`config.mk`:
```
export PLATFORM = sky130hd
export DESIGN_NAME = ts_cc_monitor_array_flat
export DESIGN_NICKNAME = d
export VERILOG_FILES = /design/src/rtl/ts_pkg.sv /design/src/rtl/ts_cc_monitor_array_if.sv /design/src/rtl/ts_cc_channel.sv /design/src/rtl/ts_cc_monitor_array.sv /design/src/flat_wrapper.sv
export SDC_FILE = /design/constraint.sdc
export NUM_CORES = 2
export LEC_CHECK = 0
export BUFFER_PORTS_ARGS = -buffer_cell sky130_fd_sc_hd__buf_2
export CAP_MARGIN = 10
export CORE_UTILIZATION = 35
export CTS_CLUSTER_SIZE = 16
export DETAILED_ROUTE_END_ITERATION = 10
export PLACE_DENSITY = 0.57
export SYNTH_ARGS = -nofsm -noshare
export SYNTH_HDL_FRONTEND = slang
export SYNTH_HIERARCHICAL = 1
export SYNTH_SLANG_ARGS = --single-unit
export TNS_END_PERCENT = 10
```
`constraint.sdc`:
```
create_clock -name clk -period 4.6 [get_ports clk]
set_input_delay 0.69 -clock clk [delete_from_list [all_inputs] [get_ports clk]]
set_output_delay 0.69 -clock clk [all_outputs]
set_load 0.05 [all_outputs]
```
`src/rtl/ts_pkg.sv`:
```
// Shared constants and types for the MPEG-2 TS continuity-counter monitor.
package ts_pkg;

    localparam logic [7:0] SYNC_BYTE = 8'h47;
    localparam int unsigned PID_W = 13;
    localparam int unsigned CC_W = 4;
    localparam logic [PID_W-1:0] NULL_PID = 13'h1FFF;

    localparam logic [1:0] AFC_RSVD = 2'b00;
    localparam logic [1:0] AFC_PAYLOAD = 2'b01;
    localparam logic [1:0] AFC_ADAPT_ONLY = 2'b10;
    localparam logic [1:0] AFC_BOTH = 2'b11;

    typedef enum logic [2:0] {
        StIdle,
        StH1,
        StH2,
        StH3,
        StLookup
    } ts_state_e;

endpackage

```
`src/rtl/ts_cc_monitor_array_if.sv`:
```
// Packed per-channel byte-stream bus feeding the CC monitor array.
interface ts_cc_monitor_array_if #(
    parameter int unsigned N_CH = 4
);

    logic [N_CH-1:0]   valid;
    logic [N_CH-1:0]   sync;
    logic [8*N_CH-1:0] data;

    modport master (output valid, output sync, output data);
    modport slave (input valid, input sync, input data);

endinterface

```
`src/rtl/ts_cc_channel.sv`:
```
// One channel: TS header parser, per-PID last-CC table, CC checker and
// saturating error counter.
module ts_cc_channel
    import ts_pkg::*;
#(
    parameter int unsigned CNT_W = 8,
    parameter int unsigned N_PID = 8
) (
    input  logic             clk,
    input  logic             reset,
    input  logic             valid,
    input  logic             sync,
    input  logic [7:0]       data,
    input  logic             en_reset_counter,
    output logic [CNT_W-1:0] error_count,
    output logic             error_pulse,
    output logic             table_full
);

    localparam int unsigned IdxW = $clog2(N_PID);

    ts_state_e        state_q, state_d;
    logic             tei_q, tei_d;
    logic [PID_W-1:0] pid_q, pid_d;
    logic [1:0]       afc_q, afc_d;
    logic [CC_W-1:0]  cc_q, cc_d;

    logic [N_PID-1:0] slot_valid_q;
    logic [N_PID-1:0] slot_dup_q;
    logic [PID_W-1:0] slot_pid_q [N_PID];
    logic [CC_W-1:0]  slot_cc_q [N_PID];

    logic [CNT_W-1:0] cnt_q;
    logic             pulse_q;
    logic             full_q;

    logic             start;
    logic             unused_hdr_bits;

    // PUSI/priority and scrambling bits are carried but not interpreted
    assign unused_hdr_bits = ^data[6:5];
    assign start = valid && sync && (data == SYNC_BYTE);

    always_comb begin
        state_d = state_q;
        tei_d   = tei_q;
        pid_d   = pid_q;
        afc_d   = afc_q;
        cc_d    = cc_q;
        unique case (state_q)
            StIdle: begin
                if (start) state_d = StH1;
            end
            StH1: begin
                if (start) begin
                    state_d = StH1;
                end else if (valid) begin
                    tei_d        = data[7];
                    pid_d[12:8]  = data[4:0];
                    state_d      = StH2;
                end
            end
            StH2: begin
                if (start) begin
                    state_d = StH1;
                end else if (valid) begin
                    pid_d[7:0] = data;
                    state_d    = StH3;
                end
            end
            StH3: begin
                if (start) begin
                    state_d = StH1;
                end else if (valid) begin
                    afc_d   = data[5:4];
                    cc_d    = data[3:0];
                    state_d = StLookup;
                end
            end
            StLookup: begin
                // A new sync byte arriving while the lookup runs is not lost
                state_d = start ? StH1 : StIdle;
            end
            default: state_d = StIdle;
        endcase
    end

    logic [N_PID-1:0] hit_vec;
    logic             hit;
    logic [IdxW-1:0]  hit_idx;
    logic             free_found;
    logic [IdxW-1:0]  free_idx;

    always_comb begin
        hit        = 1'b0;
        hit_idx    = '0;
        free_found = 1'b0;
        free_idx   = '0;
        for (int i = 0; i < N_PID; i++) begin
            hit_vec[i] = slot_valid_q[i] && (slot_pid_q[i] == pid_q);
            if (hit_vec[i]) begin
                hit     = 1'b1;
                hit_idx = IdxW'(i);
            end
        end
        // Descending scan so the lowest free index wins
        for (int i = N_PID - 1; i >= 0; i--) begin
            if (!slot_valid_q[i]) begin
                free_found = 1'b1;
                free_idx   = IdxW'(i);
            end
        end
    end

    logic            lookup, skip;
    logic [CC_W-1:0] last_cc, next_cc;
    logic            last_dup;
    logic            cc_err, do_store, set_dup, do_alloc, drop;

    assign lookup   = (state_q == StLookup);
    assign skip     = tei_q || (pid_q == NULL_PID) || (afc_q == AFC_RSVD);
    assign last_cc  = slot_cc_q[hit_idx];
    assign last_dup = slot_dup_q[hit_idx];
    assign next_cc  = last_cc + CC_W'(1);

    always_comb begin
        cc_err   = 1'b0;
        do_store = 1'b0;
        set_dup  = 1'b0;
        do_alloc = 1'b0;
        drop     = 1'b0;
        if (lookup && !skip) begin
            if (hit) begin
                if (afc_q == AFC_ADAPT_ONLY) begin
                    cc_err = (cc_q != last_cc);
                end else if (cc_q == next_cc) begin
                    do_store = 1'b1;
                end else if ((cc_q == last_cc) && !last_dup) begin
                    set_dup = 1'b1;
                end else begin
                    cc_err   = 1'b1;
                    do_store = 1'b1;
                end
            end else if (free_found) begin
                do_alloc = 1'b1;
            end else begin
                drop = 1'b1;
            end
        end
    end

    always_ff @(posedge clk) begin
        if (reset) begin
            state_q      <= StIdle;
            tei_q        <= 1'b0;
            pid_q        <= '0;
            afc_q        <= '0;
            cc_q         <= '0;
            slot_valid_q <= '0;
            slot_dup_q   <= '0;
            slot_pid_q   <= '{default: '0};
            slot_cc_q    <= '{default: '0};
            cnt_q        <= '0;
            pulse_q      <= 1'b0;
            full_q       <= 1'b0;
        end else begin
            state_q <= state_d;
            tei_q   <= tei_d;
            pid_q   <= pid_d;
            afc_q   <= afc_d;
            cc_q    <= cc_d;
            if (do_store) begin
                slot_cc_q[hit_idx]  <= cc_q;
                slot_dup_q[hit_idx] <= 1'b0;
            end
            if (set_dup) slot_dup_q[hit_idx] <= 1'b1;
            if (do_alloc) begin
                slot_valid_q[free_idx] <= 1'b1;
                slot_pid_q[free_idx]   <= pid_q;
                slot_cc_q[free_idx]    <= cc_q;
                slot_dup_q[free_idx]   <= 1'b0;
            end
            pulse_q <= cc_err;
            if (en_reset_counter) begin
                cnt_q <= '0;
            end else if (cc_err && (cnt_q != {CNT_W{1'b1}})) begin
                cnt_q <= cnt_q + CNT_W'(1);
            end
            if (en_reset_counter) begin
                full_q <= 1'b0;
            end else if (drop) begin
                full_q <= 1'b1;
            end
        end
    end

    assign error_count = cnt_q;
    assign error_pulse = pulse_q;
    assign table_full  = full_q;

endmodule

```
`src/rtl/ts_cc_monitor_array.sv`:
```
// Multi-channel TS continuity-counter monitor: one independent checker per
// input byte lane.
module ts_cc_monitor_array
    import ts_pkg::*;
#(
    parameter int unsigned N_CH  = 4,
    parameter int unsigned CNT_W = 8,
    parameter int unsigned N_PID = 8
) (
    input  logic                    clk,
    input  logic                    reset,
    ts_cc_monitor_array_if.slave    bus,
    input  logic                    en_reset_counter,
    output logic [N_CH*CNT_W-1:0]   error_count,
    output logic [N_CH-1:0]         error_pulse,
    output logic [N_CH-1:0]         table_full
);

    for (genvar gi = 0; gi < N_CH; gi++) begin : g_ch
        ts_cc_channel #(
            .CNT_W (CNT_W),
            .N_PID (N_PID)
        ) u_ch (
            .clk              (clk),
            .reset            (reset),
            .valid            (bus.valid[gi]),
            .sync             (bus.sync[gi]),
            .data             (bus.data[gi*8 +: 8]),
            .en_reset_counter (en_reset_counter),
            .error_count      (error_count[gi*CNT_W +: CNT_W]),
            .error_pulse      (error_pulse[gi]),
            .table_full       (table_full[gi])
        );
    end

endmodule

```
`src/flat_wrapper.sv`:
```
// flat-port wrapper written by rule: the top's interface ports become plain ports
module ts_cc_monitor_array_flat import ts_pkg::*;
#(
    parameter int unsigned N_CH  = 4,
    parameter int unsigned CNT_W = 8,
    parameter int unsigned N_PID = 8
)
  (clk, reset, en_reset_counter, error_count, error_pulse, table_full, bus_valid, bus_sync, bus_data);
  ts_cc_monitor_array_if #(.N_CH(N_CH)) bus_i ();
  input  logic clk;
  input  logic reset;
  input  logic en_reset_counter;
  output logic [N_CH*CNT_W-1:0] error_count;
  output logic [N_CH-1:0] error_pulse;
  output logic [N_CH-1:0] table_full;
  input wire logic [$bits(bus_i.valid)-1:0] bus_valid;
  input wire logic [$bits(bus_i.sync)-1:0] bus_sync;
  input wire logic [$bits(bus_i.data)-1:0] bus_data;
  assign bus_i.valid = bus_valid;
  assign bus_i.sync = bus_sync;
  assign bus_i.data = bus_data;
  ts_cc_monitor_array #(.N_CH(N_CH), .CNT_W(CNT_W), .N_PID(N_PID)) u_core (.clk(clk), .reset(reset), .bus(bus_i), .en_reset_counter(en_reset_counter), .error_count(error_count), .error_pulse(error_pulse), .table_full(table_full));
endmodule
```
**Word level (Yosys, flattened, before mapping)**

Cells that the tools add are included.

- Register bits after elaboration: 740
- Input port bits: 43
- Output and inout bits: 40
- Word-level logic and storage cells: 729

- $add $sub $neg: 8
- $lt $le $gt $ge: 32
- Equal/unequal tests: 92
- Multiplexer cells: 344
- Bitwise operators: 36
- Reduce and logical (&&, ||, !) cells: 109

Operators with widths:

| cell | number |
|---|---|
| bitwise mux 104 bit | 4 |
| == test 13 bit | 32 |
| 2-to-1 mux 32 bit | 12 |
| bitwise mux 32 bit | 8 |
| 2-to-1 mux 3 bit | 84 |
| 2-to-1 mux 1 bit | 164 |
| 2-to-1 mux 8 bit | 20 |
| demux 13 bit (select 3 bit) | 4 |
| demux 4 bit (select 3 bit) | 8 |
| logical AND 1 bit | 68 |
| bitwise AND 8 bit | 8 |
| 2-to-1 mux 4 bit | 16 |
| NOT 8 bit | 8 |
| bitwise OR 8 bit | 8 |
| case mux 3 bit (5 select lines) | 4 |
| == test 13 bit, second input constant | 4 |
| 2-to-1 mux 13 bit | 4 |
| binary-select mux 4 bit (select 3 bit) | 4 |
| inequality test 3 bit, second input constant | 12 |
| AND reduction 3 bit | 12 |
| adder 8 x 1 -> 8 bit, second input constant | 4 |
| == test 4 bit | 8 |
| == test 8 x 7 -> 1 bit, second input constant | 4 |
| greater-or-equal comparator 4 bit, second input constant | 8 |
| other kinds (21) | 113 |

**Depth between registers and ports, before layout**

- Depth after elaboration: 27
- Mapped depth: 17
- Gate-level depth less buffers: 14

**By module**

Netlist, hierarchy kept.

Modules (own cells, without submodules):

| module | instances | cells each | area each (um2) | seq. area each (um2) |
|---|---|---|---|---|
| ts_cc_channel at u_core.g_ch[0].u_ch ... | 3 | 1,124 | 9,376.5 | 3,703.6 |
| ts_cc_channel at u_core.g_ch[3].u_ch | 1 | 1,014 | 9,122.5 | 3,703.6 |

**Worst setup path after synthesis**

Ideal clock, no wire load.

- Path type: register to register
- Start point: reg u_core.g_ch[3].u_ch.pid_q[2]
- End point: reg u_core.g_ch[3].u_ch.cnt_q[3]
- Library setup time: 0.070 ns
- Arrival: 3.996 ns
- Required time: 4.530 ns
- Path slack: 0.534 ns
- Cell stages (with the launch flop): 16
- Buffers on the path: 3
- Clock period less this slack: 4.066 ns
- Path through: dfxtp_1 buf_2 xnor2_1 nand4_1 nor4_1 a211o_1 and2_1 buf_6 mux4_2 and3_4 a211oi_4 nor4_1 o311a_1 buf_2 or4_1 a21oi_1

- Longest elaborated chain between the ends: 21
- Elaborated cells between the ends (all ways): 54
- Classes of those cells: 1 x add/sub; 12 x eq/ne; 25 x mux; 1 x bitwise; 15 x reduce/logical

Ends and longest elaborated chain:

| item | RTL line | text |
|---|---|---|
| start, declared | ts_cc_channel.sv:24 | `logic [PID_W-1:0] pid_q, pid_d;` |
| start signal, assigned | ts_cc_channel.sv:169 | `pid_q <= pid_d;` |
| parallel branches: the longest is 19 deep, another holds == test 13 bit | -- |  |
| 2-to-1 mux 1 bit * | ts_cc_channel.sv:132 | `if (lookup && !skip) begin` |
| logical AND 1 bit * | ts_cc_channel.sv:186 | `end else if (cc_err && (cnt_q != {CNT_W{1'b1}})) begin` |
| end signal, assigned | ts_cc_channel.sv:187 | `cnt_q <= cnt_q + CNT_W'(1);` |
| end, declared | ts_cc_channel.sv:33 | `logic [CNT_W-1:0] cnt_q;` |

Every way passes the cells marked *. The select of a mux whose other input is x is not followed.
A chain may end at the register's enable or synchronous reset.

**Final worst setup path**

- Start point: reg u_core.g_ch[3].u_ch.pid_q[6]
- End point: reg u_core.g_ch[3].u_ch.cnt_q[3]

The elaborated chain is that of the path after synthesis.

==> results.py <==
metrics = {
    "run_status": {
        "status": "finished, violations left",
        "violations": "design-rule violations",
    },
    "logic_synthesis": {
        "synth_top_area_share_pct": 39.77,
        "synth-edff-count": 0,
        "netlist_instances": 4386,
        "post-synth-top-area-cell": "dfxtp_1",
        "syn_avg_cell_area_um2": 8.493,
        "synthArstFlopShare_pct": 0,
        "yosysSeqAreaShare_pct": 39.77,
        "synth_fp_nets": 4437,
        "synth_area_um2": 37250,
        "synth_flop_cell": "dfxtp_1",
        "synth_seq_cells": 740,
        "ys_warn_count": 6,
        "yosysUniqueCellTypes": 78,
        "synth_area_leaders": "dfxtp_1 (40%), mux2i_1 (12%), xnor2_1 (9.8%)",
    },
    "clock_network": {
        "clk_pin_slew_ns": 0.06,
        "cts_setup_buffers": 0,
        "cts_made_buffers": 86,
        "cts.path.max_buffers": 3,
        "clock_sinks": 740,
        "clkLatencyLatePin_ns": 0.68,
        "htree_levels": 3,
        "root_buffer": "clkbuf_16",
        "cts_tree": "done",
    },
    "routing": {
        "drc": 22,
        "wirelength_mm": 110.6,
        "ant_nets": 0,
        "num_vias": 32081,
        "drtIter0Drc": 2766,
        "viasPerCell": 5.392,
        "drt-wirelength-per-cell_um": 18.58,
        "dr.pass1.iters": 11,
    },
    "finish": {
        "seqCellArea_um2": 14820,
        "n_fill_cell": 10632,
        "area_growth_syn_to_layout_pct": 15.08,
        "layout.nets": 4538,
        "drive_gt1_share_pct": 11.27,
        "utilization_pct": 40.67,
        "multi_input_area_um2": 21000,
        "layout.cells.non_filler": 5950,
        "layout_commonest_cell": "dfxtp_1",
        "diodes": 0,
        "final_cell_mix": "dfxtp_1 (738), nor2_1 (593), nand2_1 (469)",
    },
    "critical_path": {
        "crit_top_cell": "or4_1",
        "critPathLaunchType": "register",
        "crit_path_max_incr_delay_ns": 0.62,
        "path_delay_family": "simple AND/OR/NAND/NOR gates",
        "endpoint_kind": "register",
        "critical_path_arrival_ns": 4.92,
        "path_class": "reg2reg",
        "cp_data_required_time_ns": 5.17,
        "crit_chain": "buf_4, xnor2_1, nand4_1, or4_1, a21oi_2, and2_1, mux4_2, and3_4, a211oi_4, nor4_1, o311a_1, or4_1, a21oi_1",
        "path_buf_inv": 1,
        "cp_slowest_cell": "or4_1",
        "crit_fanout": 17,
    },
    "job": {
        "maxCapViolCount": 0,
    },
    "sta": {
        "grt_setup_unrepaired": "false",
        "worst_pin_slew_ns": 1.130,
        "finalSetupTns_ns": 0,
        "fin_skew_ns": 0.04320,
        "min_period_ns": 4.349,
        "whs_ns": 0.2655,
        "hold_violations": 0,
        "maxSlewHeadroom_pct": 24.06,
        "setup_viol": 0,
        "maxSlewViolCount": 0,
        "min_period_over_period_pct": 94.55,
        "max_freq_mhz": 229.9,
    },
    "power": {
        "p_sw_share_pct": 22.77,
        "power_density_nw_per_um2": 319.2,
        "ir_worst_vdd_v": 0.0002866,
        "seq_power_share_pct": 46.8,
        "pwr-share-clk_pct": 51.7,
        "switchingPower_mw": 3.115,
        "internal_power_mw": 10.57,
        "total_power_mw": 13.68,
        "power_frac_comb_pct": 1.4,
        "power_leakage_nw": 16.49,
    },
    "grt": {
        "antenna_found_initial": 3,
        "grt_overflow": 0,
        "grt_first_pass_wirelength_mm": 173.5,
        "grt_usage_pct": 20.08,
        "grt_pass1_vias": 30297,
        "grt_max_degree": 146,
    },
    "floorplan": {
        "core.rowCount": 119,
        "chipWidth_um": 328.2,
        "coreArea_um2": 105400,
        "die-area_um2": 107700,
        "io_pins": 83,
        "start_util_pct": 35.34,
        "fp.dieH_um": 328.2,
    },
    "placement": {
        "numPortBuffers": 82,
        "gp_congestion": 0.9002,
        "place_hpwl_mm": 77.25,
        "placed_cells": 5790,
    },
    "min_path": {
        "hold_class": "in2reg",
    },
}
## worst min-delay path: stages
cell and delay (ns):
buf_2 0.09, mux2i_1 0.06, nor2_1 0.07
## metrics by stage
step	instance area, um^2	setup slack [ns]
after floorplan	37250	0.5337
after global placement	39850	0.2834
after detailed placement	39850	0.2340
after CTS	42840	0.1916
after global routing	42870	0.004752
final	42870	0.2507
## layer usage
layer	up-vias	share of wire, %	GRT usage (%)
met5	-	0	0
met4	0	2.2	5.703
met3	169	5.8	3.219
met2	885	44	30.91
met1	15386	48	28.76
li1	15641	-	-
## what timing repair did
action | in CTS | in global routing
gates resized for setup | 0 | 8
setup endpoints to repair | 0 | 45
hold buffers | 0 | 0
## synth_stat cells (31+ instances only)
cell type,count
nand3_1,146
o21ai_0,123
nor4_1,77
nor3_1,77
nand2_1,469
xnor2_1,416
clkbuf_1,189
nand4_1,203
inv_1,31
mux2i_1,452
or4_1,32
a21oi_1,288
dfxtp_1,740
nor2_1,593
## registers in the layout, indices dropped and copies added (netlist names)
name                           flops
u_core/g_ch.u_ch/error_pulse       4
u_core/g_ch.u_ch/error_count      32
u_core/g_ch.u_ch/state_q          12
u_core/g_ch.u_ch/afc_q             8
u_core/g_ch.u_ch/slot_valid_q     32
u_core/g_ch.u_ch/pid_q            52
u_core/g_ch.u_ch/cc_q             16
u_core/g_ch.u_ch/tei_q             4
u_core/g_ch.u_ch/slot_pid_q      416
u_core/g_ch.u_ch/slot_dup_q       32
u_core/g_ch.u_ch/table_full        4
u_core/g_ch.u_ch/slot_cc_q       128
## logic make-up after synthesis
| logic type | Yosys count | share of synthesized area [%] |
|---|---|---|
| simple gates | 1798 | 22.92 |
| xor+xnor | 437 | 10.29 |
| mux | 456 | 12.30 |
| fa+ha+maj | 8 | 0.2687 |
| buf+inv | 320 | 4.057 |
| flops | 740 | 39.77 |
| compound gates | 627 | 10.40 |
## layout make-up
type | count | share of cell area [%]
Clock buffer | 125 | 5.945
Clock inverter | 35 | 1.030
Sequential cell | 740 | 34.56
Multi-Input combinational cell | 3326 | 48.98
Timing Repair Buffer | 302 | 5.154
Inverter | 31 | 0.2714
Tap cell | 1391 | 4.060
## power by group through the flow
stage	Clock [mW]	Combinational (mW)	Sequential (mW)
floorplan	0	0.107	6.55
global placement	0	0.197	6.55
detailed placement	0	0.196	6.55
CTS	7.28	0.196	6.41
global route	7.53	0.211	6.41
finish	7.08	0.196	6.41
## worst paths after layout
path                                          start                            endpoint  slack (ns)  cells past startpoint
setup reg to reg       u_core/g_ch[3].u_ch/pid_q[6]  u_core/g_ch[3].u_ch/error_count[3]        0.25                     13
hold reg to reg   u_core/g_ch[1].u_ch/slot_cc_q[10]   u_core/g_ch[1].u_ch/slot_cc_q[10]        0.46                      2
setup / recovery       u_core/g_ch[3].u_ch/pid_q[6]  u_core/g_ch[3].u_ch/error_count[3]        0.25                     13
hold / removal                         bus_data[22]        u_core/g_ch[2].u_ch/pid_q[6]        0.27                      3
Note: power is estimated with default switching activity, not from simulation.
